### config.mk
export PLATFORM = sky130hd
export DESIGN_NAME = pipe_hazard_ctrl_flat
export DESIGN_NICKNAME = d
export VERILOG_FILES = /design/src/rtl/pipe_hazard_ctrl_pkg.sv /design/src/rtl/pipe_hazard_ctrl_if.sv /design/src/rtl/pipe_hazard_ctrl_fwd_unit.sv /design/src/rtl/pipe_hazard_ctrl.sv /design/src/flat_wrapper.sv
export SDC_FILE = /design/constraint.sdc
export NUM_CORES = 1
export LEC_CHECK = 0
export ABC_AREA = 1
export CORE_MARGIN = 1.5
export CORE_UTILIZATION = 30
export CTS_BUF_LIST = sky130_fd_sc_hd__clkbuf_4
export DETAILED_ROUTE_END_ITERATION = 7
export GPL_ROUTABILITY_DRIVEN = 0
export MAX_ROUTING_LAYER = met4
export PLACE_DENSITY_LB_ADDON = 0.25
export SLEW_MARGIN = 5
export SYNTH_ARGS = -nofsm -noshare
export SYNTH_HDL_FRONTEND = slang
export SYNTH_SLANG_ARGS = --single-unit
### constraint.sdc
create_clock -name clk -period 1.8 [get_ports clk]
set_input_delay 0.18 -clock clk [delete_from_list [all_inputs] [get_ports clk]]
set_output_delay 0.18 -clock clk [all_outputs]
set_load 0.02 [all_outputs]
### src/rtl/pipe_hazard_ctrl_pkg.sv
// Shared constants for the pipeline hazard controller: forwarding codes,
// FSM state encoding and default multiply/divide occupancy.
package pipe_hazard_ctrl_pkg;

  localparam int unsigned REG_AW   = 5;
  localparam int unsigned FWD_BITS = 2;
  localparam int unsigned CNT_W    = 6;
  localparam int unsigned ST_W     = 1;

  localparam logic [FWD_BITS-1:0] FWD_RF = 2'b00;
  localparam logic [FWD_BITS-1:0] FWD_ME = 2'b01;
  localparam logic [FWD_BITS-1:0] FWD_W  = 2'b10;

  localparam logic [ST_W-1:0] ST_RUN     = 1'b0;
  localparam logic [ST_W-1:0] ST_MD_WAIT = 1'b1;

  localparam int unsigned MUL_LAT_DEF = 4;
  localparam int unsigned DIV_LAT_DEF = 32;

endpackage

### src/rtl/pipe_hazard_ctrl_if.sv
// Pipeline-side bundle between the datapath (master) and hazard controller (slave).
interface pipe_hazard_ctrl_if;
  import pipe_hazard_ctrl_pkg::*;

  logic [REG_AW-1:0]   rs_id;
  logic [REG_AW-1:0]   rt_id;
  logic                use_rs_id;
  logic                use_rt_id;
  logic [REG_AW-1:0]   w_addr_e;
  logic                write_e;
  logic                is_lw_e;
  logic [REG_AW-1:0]   w_addr_me;
  logic                write_me;
  logic [REG_AW-1:0]   w_addr_w;
  logic                write_w;
  logic                md_start_id;
  logic                md_div_id;
  logic                jump_id;
  logic                stall;
  logic                flush_if_id;
  logic                bubble_ex;
  logic [FWD_BITS-1:0] fwd_a;
  logic [FWD_BITS-1:0] fwd_b;
  logic                md_busy;

  modport master (
    output rs_id, rt_id, use_rs_id, use_rt_id,
    output w_addr_e, write_e, is_lw_e,
    output w_addr_me, write_me, w_addr_w, write_w,
    output md_start_id, md_div_id, jump_id,
    input  stall, flush_if_id, bubble_ex, fwd_a, fwd_b, md_busy
  );

  modport slave (
    input  rs_id, rt_id, use_rs_id, use_rt_id,
    input  w_addr_e, write_e, is_lw_e,
    input  w_addr_me, write_me, w_addr_w, write_w,
    input  md_start_id, md_div_id, jump_id,
    output stall, flush_if_id, bubble_ex, fwd_a, fwd_b, md_busy
  );

endinterface

### src/rtl/pipe_hazard_ctrl_fwd_unit.sv
// Operand forwarding select: MEM result wins over WB result; $0 never forwards.
module fwd_unit
  import pipe_hazard_ctrl_pkg::*;
(
  input  logic [REG_AW-1:0]   i_rs,
  input  logic [REG_AW-1:0]   i_rt,
  input  logic [REG_AW-1:0]   i_w_addr_me,
  input  logic                i_write_me,
  input  logic [REG_AW-1:0]   i_w_addr_w,
  input  logic                i_write_w,
  output logic [FWD_BITS-1:0] o_fwd_a,
  output logic [FWD_BITS-1:0] o_fwd_b
);

  logic w_me_valid;
  logic w_w_valid;

  assign w_me_valid = i_write_me && (i_w_addr_me != '0);
  assign w_w_valid  = i_write_w  && (i_w_addr_w  != '0);

  // Source select for both operands, nearest producer first
  always_comb begin
    o_fwd_a = FWD_RF;
    o_fwd_b = FWD_RF;
    if (w_me_valid && (i_w_addr_me == i_rs))     o_fwd_a = FWD_ME;
    else if (w_w_valid && (i_w_addr_w == i_rs))  o_fwd_a = FWD_W;
    if (w_me_valid && (i_w_addr_me == i_rt))     o_fwd_b = FWD_ME;
    else if (w_w_valid && (i_w_addr_w == i_rt))  o_fwd_b = FWD_W;
  end

endmodule

### src/rtl/pipe_hazard_ctrl.sv
// Pipeline hazard controller: load-use stall, multi-cycle mul/div occupancy,
// jump flush and operand forwarding selection.
module pipe_hazard_ctrl
  import pipe_hazard_ctrl_pkg::*;
#(
  parameter int unsigned MUL_LAT = MUL_LAT_DEF,
  parameter int unsigned DIV_LAT = DIV_LAT_DEF
) (
  input  logic            clk,
  input  logic            rst,
  pipe_hazard_ctrl_if.slave bus
);

  logic [ST_W-1:0]  r_state;
  logic [CNT_W-1:0] r_md_cnt;
  logic             r_md_busy;

  logic [ST_W-1:0]  w_state_nxt;
  logic [CNT_W-1:0] w_md_cnt_nxt;
  logic             w_md_busy_nxt;
  logic             w_load_use;
  logic             w_stall;
  logic             w_bubble;

  // Load in EX whose destination is read by the ID instruction
  always_comb begin
    w_load_use = bus.is_lw_e && bus.write_e && (bus.w_addr_e != '0) &&
                 ((bus.use_rs_id && (bus.rs_id == bus.w_addr_e)) ||
                  (bus.use_rt_id && (bus.rt_id == bus.w_addr_e)));
  end

  // State, occupancy counter and busy flag
  always_ff @(posedge clk or posedge rst) begin
    if (rst) begin
      r_state   <= ST_RUN;
      r_md_cnt  <= '0;
      r_md_busy <= 1'b0;
    end else begin
      r_state   <= w_state_nxt;
      r_md_cnt  <= w_md_cnt_nxt;
      r_md_busy <= w_md_busy_nxt;
    end
  end

  // Next state and stall/bubble; MD_WAIT outranks load-use, which outranks issue
  always_comb begin
    w_state_nxt  = r_state;
    w_md_cnt_nxt = r_md_cnt;
    w_stall      = 1'b0;
    w_bubble     = 1'b0;
    case (r_state)
      ST_MD_WAIT: begin
        w_stall  = 1'b1;
        w_bubble = 1'b1;
        if (r_md_cnt == '0) begin
          w_state_nxt = ST_RUN;
        end else begin
          w_md_cnt_nxt = r_md_cnt - CNT_W'(1);
        end
      end
      default: begin
        if (w_load_use) begin
          w_stall  = 1'b1;
          w_bubble = 1'b1;
        end else if (bus.md_start_id) begin
          w_state_nxt  = ST_MD_WAIT;
          w_md_cnt_nxt = bus.md_div_id ? CNT_W'(DIV_LAT - 1) : CNT_W'(MUL_LAT - 1);
        end
      end
    endcase
    w_md_busy_nxt = (w_state_nxt == ST_MD_WAIT);
  end

  fwd_unit u_fwd (
    .i_rs        (bus.rs_id),
    .i_rt        (bus.rt_id),
    .i_w_addr_me (bus.w_addr_me),
    .i_write_me  (bus.write_me),
    .i_w_addr_w  (bus.w_addr_w),
    .i_write_w   (bus.write_w),
    .o_fwd_a     (bus.fwd_a),
    .o_fwd_b     (bus.fwd_b)
  );

  assign bus.stall       = w_stall;
  assign bus.bubble_ex   = w_bubble;
  assign bus.flush_if_id = bus.jump_id && !w_stall;
  assign bus.md_busy     = r_md_busy;

endmodule

### src/flat_wrapper.sv
// flat-port wrapper written by rule: the top's interface ports become plain ports
module pipe_hazard_ctrl_flat import pipe_hazard_ctrl_pkg::*;
#(
  parameter int unsigned MUL_LAT = MUL_LAT_DEF,
  parameter int unsigned DIV_LAT = DIV_LAT_DEF
)
  (clk, rst, bus_rs_id, bus_rt_id, bus_use_rs_id, bus_use_rt_id, bus_w_addr_e, bus_write_e, bus_is_lw_e, bus_w_addr_me, bus_write_me, bus_w_addr_w, bus_write_w, bus_md_start_id, bus_md_div_id, bus_jump_id, bus_stall, bus_flush_if_id, bus_bubble_ex, bus_fwd_a, bus_fwd_b, bus_md_busy);
  pipe_hazard_ctrl_if bus_i ();
  input  logic clk;
  input  logic rst;
  input wire logic [$bits(bus_i.rs_id)-1:0] bus_rs_id;
  input wire logic [$bits(bus_i.rt_id)-1:0] bus_rt_id;
  input wire logic [$bits(bus_i.use_rs_id)-1:0] bus_use_rs_id;
  input wire logic [$bits(bus_i.use_rt_id)-1:0] bus_use_rt_id;
  input wire logic [$bits(bus_i.w_addr_e)-1:0] bus_w_addr_e;
  input wire logic [$bits(bus_i.write_e)-1:0] bus_write_e;
  input wire logic [$bits(bus_i.is_lw_e)-1:0] bus_is_lw_e;
  input wire logic [$bits(bus_i.w_addr_me)-1:0] bus_w_addr_me;
  input wire logic [$bits(bus_i.write_me)-1:0] bus_write_me;
  input wire logic [$bits(bus_i.w_addr_w)-1:0] bus_w_addr_w;
  input wire logic [$bits(bus_i.write_w)-1:0] bus_write_w;
  input wire logic [$bits(bus_i.md_start_id)-1:0] bus_md_start_id;
  input wire logic [$bits(bus_i.md_div_id)-1:0] bus_md_div_id;
  input wire logic [$bits(bus_i.jump_id)-1:0] bus_jump_id;
  output wire logic [$bits(bus_i.stall)-1:0] bus_stall;
  output wire logic [$bits(bus_i.flush_if_id)-1:0] bus_flush_if_id;
  output wire logic [$bits(bus_i.bubble_ex)-1:0] bus_bubble_ex;
  output wire logic [$bits(bus_i.fwd_a)-1:0] bus_fwd_a;
  output wire logic [$bits(bus_i.fwd_b)-1:0] bus_fwd_b;
  output wire logic [$bits(bus_i.md_busy)-1:0] bus_md_busy;
  assign bus_i.rs_id = bus_rs_id;
  assign bus_i.rt_id = bus_rt_id;
  assign bus_i.use_rs_id = bus_use_rs_id;
  assign bus_i.use_rt_id = bus_use_rt_id;
  assign bus_i.w_addr_e = bus_w_addr_e;
  assign bus_i.write_e = bus_write_e;
  assign bus_i.is_lw_e = bus_is_lw_e;
  assign bus_i.w_addr_me = bus_w_addr_me;
  assign bus_i.write_me = bus_write_me;
  assign bus_i.w_addr_w = bus_w_addr_w;
  assign bus_i.write_w = bus_write_w;
  assign bus_i.md_start_id = bus_md_start_id;
  assign bus_i.md_div_id = bus_md_div_id;
  assign bus_i.jump_id = bus_jump_id;
  assign bus_stall = bus_i.stall;
  assign bus_flush_if_id = bus_i.flush_if_id;
  assign bus_bubble_ex = bus_i.bubble_ex;
  assign bus_fwd_a = bus_i.fwd_a;
  assign bus_fwd_b = bus_i.fwd_b;
  assign bus_md_busy = bus_i.md_busy;
  pipe_hazard_ctrl #(.MUL_LAT(MUL_LAT), .DIV_LAT(DIV_LAT)) u_core (.clk(clk), .rst(rst), .bus(bus_i));
endmodule
# Word-level counts from Yosys, hierarchy flattened
# Index checks and enable logic that the tools add are counted.
dict set report totals {
  reg_bits 7
  in_bits 36
  output_inout_bits 8
  word_cells 46
}
dict set report op_classes {
  addsub 1
  n_eq_ne 8
  muxes 15
  reduce_logical 20
}
# cell n
set op_table {}
lappend op_table {{$eq 5x5->1} 6}
lappend op_table {{$mux 6} 4}
lappend op_table {{$reduce_bool 5->1} 3}
lappend op_table {{$logic_and 1x1->1} 12}
lappend op_table {{$mux 2} 4}
lappend op_table {{$logic_not 6->1} 1}
lappend op_table {{$mux 1} 6}
lappend op_table {{$sub 6x1->6 const B} 1}
lappend op_table {{$mux 5} 1}
lappend op_table {{$reduce_and 3->1} 1}
lappend op_table {{$ne 2x1->1 const B} 1}
lappend op_table {{$ne 2x2->1 const B} 1}
lappend op_table {{$reduce_bool 2->1} 1}
lappend op_table {{$logic_not 1->1} 1}
lappend op_table {{$logic_or 1x1->1} 1}

# Logic depth before layout (Yosys ltp)
dict set report depth {
  word_depth 8
  depth_mapped 11
  mapped_depth_nobuf 11
}

# Cells and area by module
# Synthesis repeated with hierarchy kept, for this count alone.
dict set report unflattened {
  cells_unflattened 201
  area_unflattened_um2 1061.0
}
# module n_inst cells_each area_each_um2 seq_area_each_um2
set by_module_without_submodules {}
lappend by_module_without_submodules {pipe_hazard_ctrl 1 120 698.2 175.2}
lappend by_module_without_submodules {fwd_unit 1 81 362.8 0.0}

# Worst setup path before layout
# Ideal clock, no wire load.
dict set report synth_timing {
  kind {in2out}
  startpoint {in bus_rs_id[2]}
  endpoint {out bus_fwd_a[1]}
  arrival_time_ps 1401
  required_time_ps 1620
  path_slack_ps 219
  stages 3
  n_path_buf 0
  path_cell_list {xor2_1 > nor4_1 > nor2_1}
}
dict set report synth_via {
  elab_chain_len 4
  elab_cells_between_ends 6
  cone_classes {2 x eq/ne; 2 x mux; 2 x reduce/logical}
}
# element line_no
set synth_lines {}
lappend synth_lines {{start: declaration} flat_wrapper.sv:11} ;# input wire logic [$bits(bus_i.rs_id)-1:0] bus_rs_id;
lappend synth_lines {{$eq 5x5->1} pipe_hazard_ctrl_fwd_unit.sv:26} ;# else if (w_w_valid && (i_w_addr_w == i_rs)) o_fwd_a = FWD_W;
lappend synth_lines {{$logic_and 1x1->1} pipe_hazard_ctrl_fwd_unit.sv:26}
lappend synth_lines {{$mux 2} pipe_hazard_ctrl_fwd_unit.sv:26}
lappend synth_lines {{$mux 2 (*)} pipe_hazard_ctrl_fwd_unit.sv:25} ;# if (w_me_valid && (i_w_addr_me == i_rs)) o_fwd_a = FWD_ME;
lappend synth_lines {{end: declaration} flat_wrapper.sv:28} ;# output wire logic [$bits(bus_i.fwd_a)-1:0] bus_fwd_a;
# Mark *: on every way between the ends. The rest lies on a longest branch, timed or not.

# Worst setup path after layout
dict set report layout_timing {
  startpoint {in bus_w_addr_me[1]}
  endpoint {out bus_fwd_a[0]}
}
dict set report layout_via {
  elab_chain_len 4
  elab_cells_between_ends 5
  cone_classes {1 x eq/ne; 1 x mux; 3 x reduce/logical}
}
# element line_no
set layout_lines {}
lappend layout_lines {{start: declaration} flat_wrapper.sv:18} ;# input wire logic [$bits(bus_i.w_addr_me)-1:0] bus_w_addr_me;
lappend layout_lines {{$reduce_bool 5->1} pipe_hazard_ctrl_fwd_unit.sv:18} ;# assign w_me_valid = i_write_me && (i_w_addr_me != '0);
lappend layout_lines {{$logic_and 1x1->1} pipe_hazard_ctrl_fwd_unit.sv:18}
lappend layout_lines {{$logic_and 1x1->1 (*)} pipe_hazard_ctrl_fwd_unit.sv:25}
lappend layout_lines {{$mux 2 (*)} pipe_hazard_ctrl_fwd_unit.sv:25}
# Marks and branches as above.

==> metrics <==
status finished clean; crit share post-route 0.9580; Post-Syn Area 953.4 µm²; Worst slew margin 0.7822; initial core utilization 0.3149; # nets final 260; Critical Path Source Type input port; minimum clock period about 1700 ps; crit-path cells clkdlybuf4s50_1 -> nor2_1 -> nand2_1 -> o21ai_2 -> nor4_2 -> buf_4 -> clkdlybuf4s15_2; share of cells above drive strength 1 0.1629; yosys warns 0; sequential-to-total area share from yosys stat 0.1837; DRC violations left 0; n_diodes 0; clock skew 2.461 ps; top-area cell type share of the netlist area 0.2244; most frequent cells in the layout nand2_1, inv_1, nor2_1, clkdlybuf4s50_1, buf_4; Pleak about 0.00087 µW; Multi-input gate area slightly above 700 µm²; Setup WS pre-CTS -437.6 ps; Seq cells post-synth 7; H-Tree Level Count 1; hold buffer count at CTS 0; Power Density approximately 800 nW/µm²; CP Class input port to output port; slowest CP cell clkdlybuf4s50_1; Clock Pin Slew Worst Setup and Hold Paths approximately 50 ps; Core Area between 3000 and 4000 µm²; Fin Hold WS roughly 160 ps; register area ~180 µm²; global-route wire length before repair ~4400 µm; largest net degree at the start of global routing 8; number of global-route vias before repair 986; worst skew pair latency ~240 ps; final setup fails 0; VDD IR max about 0.8 mV; Synth area leader nand2_1; Syn-to-layout area delta 64.57%; Mapped Avg Cell Area 5.885 µm²; Critical Path Max Stage Delay 520 ps; final hold violation count 0; via count between 1k and 1.5k; Via-to-Cell Ratio between 4 and 5; final worst slack 75.61 ps; routed len/inst about 11 µm; fin. max-slew vios 0; post-route cell area 1569 µm²; CP Data Required Time about 1600 ps; io pins 44; GRT Total Usage 0.1677; Yosys cell types 20; WP data arrival between 1500 and 2000 ps; chip height roughly 59 µm; CP max FO 3; DRT antenna net count 0; DRT Pass-1 Iters 4; antenna violations before repair 0; leading cell type in the layout, fill and taps excluded nand2_1; clock sink count 7; clk buf depth 2; Die ar. 3525 µm²; CTS tree done; synth top area cells nand2_1, dfrtp_1, xor2_1; Port Buf Inserts 43; Post-DP Area around 1500 µm²; root buffer cell clkbuf_4; DPL Wire Length 2253 µm; GRT overflow 0; initial DRC count 49; Worst Setup End Kind output port; Post-Synthesis Net Count 200; post-synthesis cell count 162; max-cap viol count 0; total CTS buffers 3; Routed WL between 2000 and 3000 µm; max frequency slightly below 600 MHz; die width a little under 60 µm; worst-margin pin slew 325.6 ps; Cell Rows 20; Setup Fix Bufs, Post-CTS 0; Hold Crit Class input port to async pin; Util after Layout 0.5182; FILL cells 308
-- critical path, delay by kind of cell --
family,cells,cell delay [ps]
AOI/OAI and AO/OA,1,70
buffers and inverters,3,920
and+or+nand+nor,3,370
-- routing by layer --
layer	share of wire	track usage	up-vias
li1	-	-	611
met1	0.48	0.2280	483
met2	0.49	0.2826	17
met3	0.028	0.01528	0
met4	0	0.009740	0
met5	0	-	-
-- state kept, by name, indices dropped and copies added, names as in the netlist --
| register | count |
|---|---|
| u_core.r_md_cnt | 6 |
| u_core.r_state | 1 |
-- power breakdown --
group / switching (µW) / internal, µW
sequential: 59.8 / 239
clock: 49.0 / 99.1
combinational: 480 / 337
total: 589 / 675
-- cell usage after synthesis, drive strengths merged --
| library cell | number |
|---|---|
| o21ai | 3 |
| o41ai | 1 |
| nand4 | 3 |
| or2 | 1 |
| nand3 | 12 |
| inv | 25 |
| nor2 | 21 |
| nor3 | 2 |
| nand2 | 59 |
| buf | 1 |
| dfrtp | 7 |
| xnor2 | 10 |
| a21oi | 1 |
| nor4 | 2 |
| xor2 | 12 |
| ha | 2 |
-- metrics by stage --
stage / power, µW / cells / setup TNS, ps
after floorplan: 818.7 / 162 / 0
after global placement: 1127 / 261 / -2423
after detailed placement: 1136 / 261 / -2424
after CTS: 1272 / 265 / 0
after global routing: 1400 / 265 / -1.953
final: 1264 / 265 / 0
-- worst paths after layout --
check	startpoint	end	slack (ps)	depth (start not counted)
worst max-delay path	bus_w_addr_me[1]	bus_fwd_a[0]	80	7
worst min-delay path	rst	u_core.r_state	160	2
worst max register to register	u_core.r_md_cnt[0]	u_core.r_md_cnt[5]	400	7
worst min register to register	u_core.r_md_cnt[4]	u_core.r_md_cnt[4]	530	2
max in group asynchronous	rst	u_core.r_md_cnt[3]	1430	2
min in group clk	u_core.r_md_cnt[4]	u_core.r_md_cnt[4]	530	2
-- final cells by class --
cell class,instances,share of cell area
repair buffers,56,0.3190
inverters,25,0.05981
well taps,44,0.03509
multi-input cells,129,0.4553
clock buffers,4,0.01914
flip-flops and latches,7,0.1116
-- cells by family after synthesis --
logic type / Yosys count / synth area share
and+or+nand+nor: 100 / 0.4515
buffers and inverters: 26 / 0.1063
xor gates and xnor gates: 22 / 0.2021
DFF: 7 / 0.1837
AOI/OAI and AO/OA: 5 / 0.03018
adders and majority gates: 2 / 0.02624
-- repair_timing --
item                                    in CTS  in global routing
gates resized for setup                     29                 18
endpoints found under the setup margin       7                  7
pin swaps                                    1                  4
Note: power is estimated with default switching activity, not from simulation.
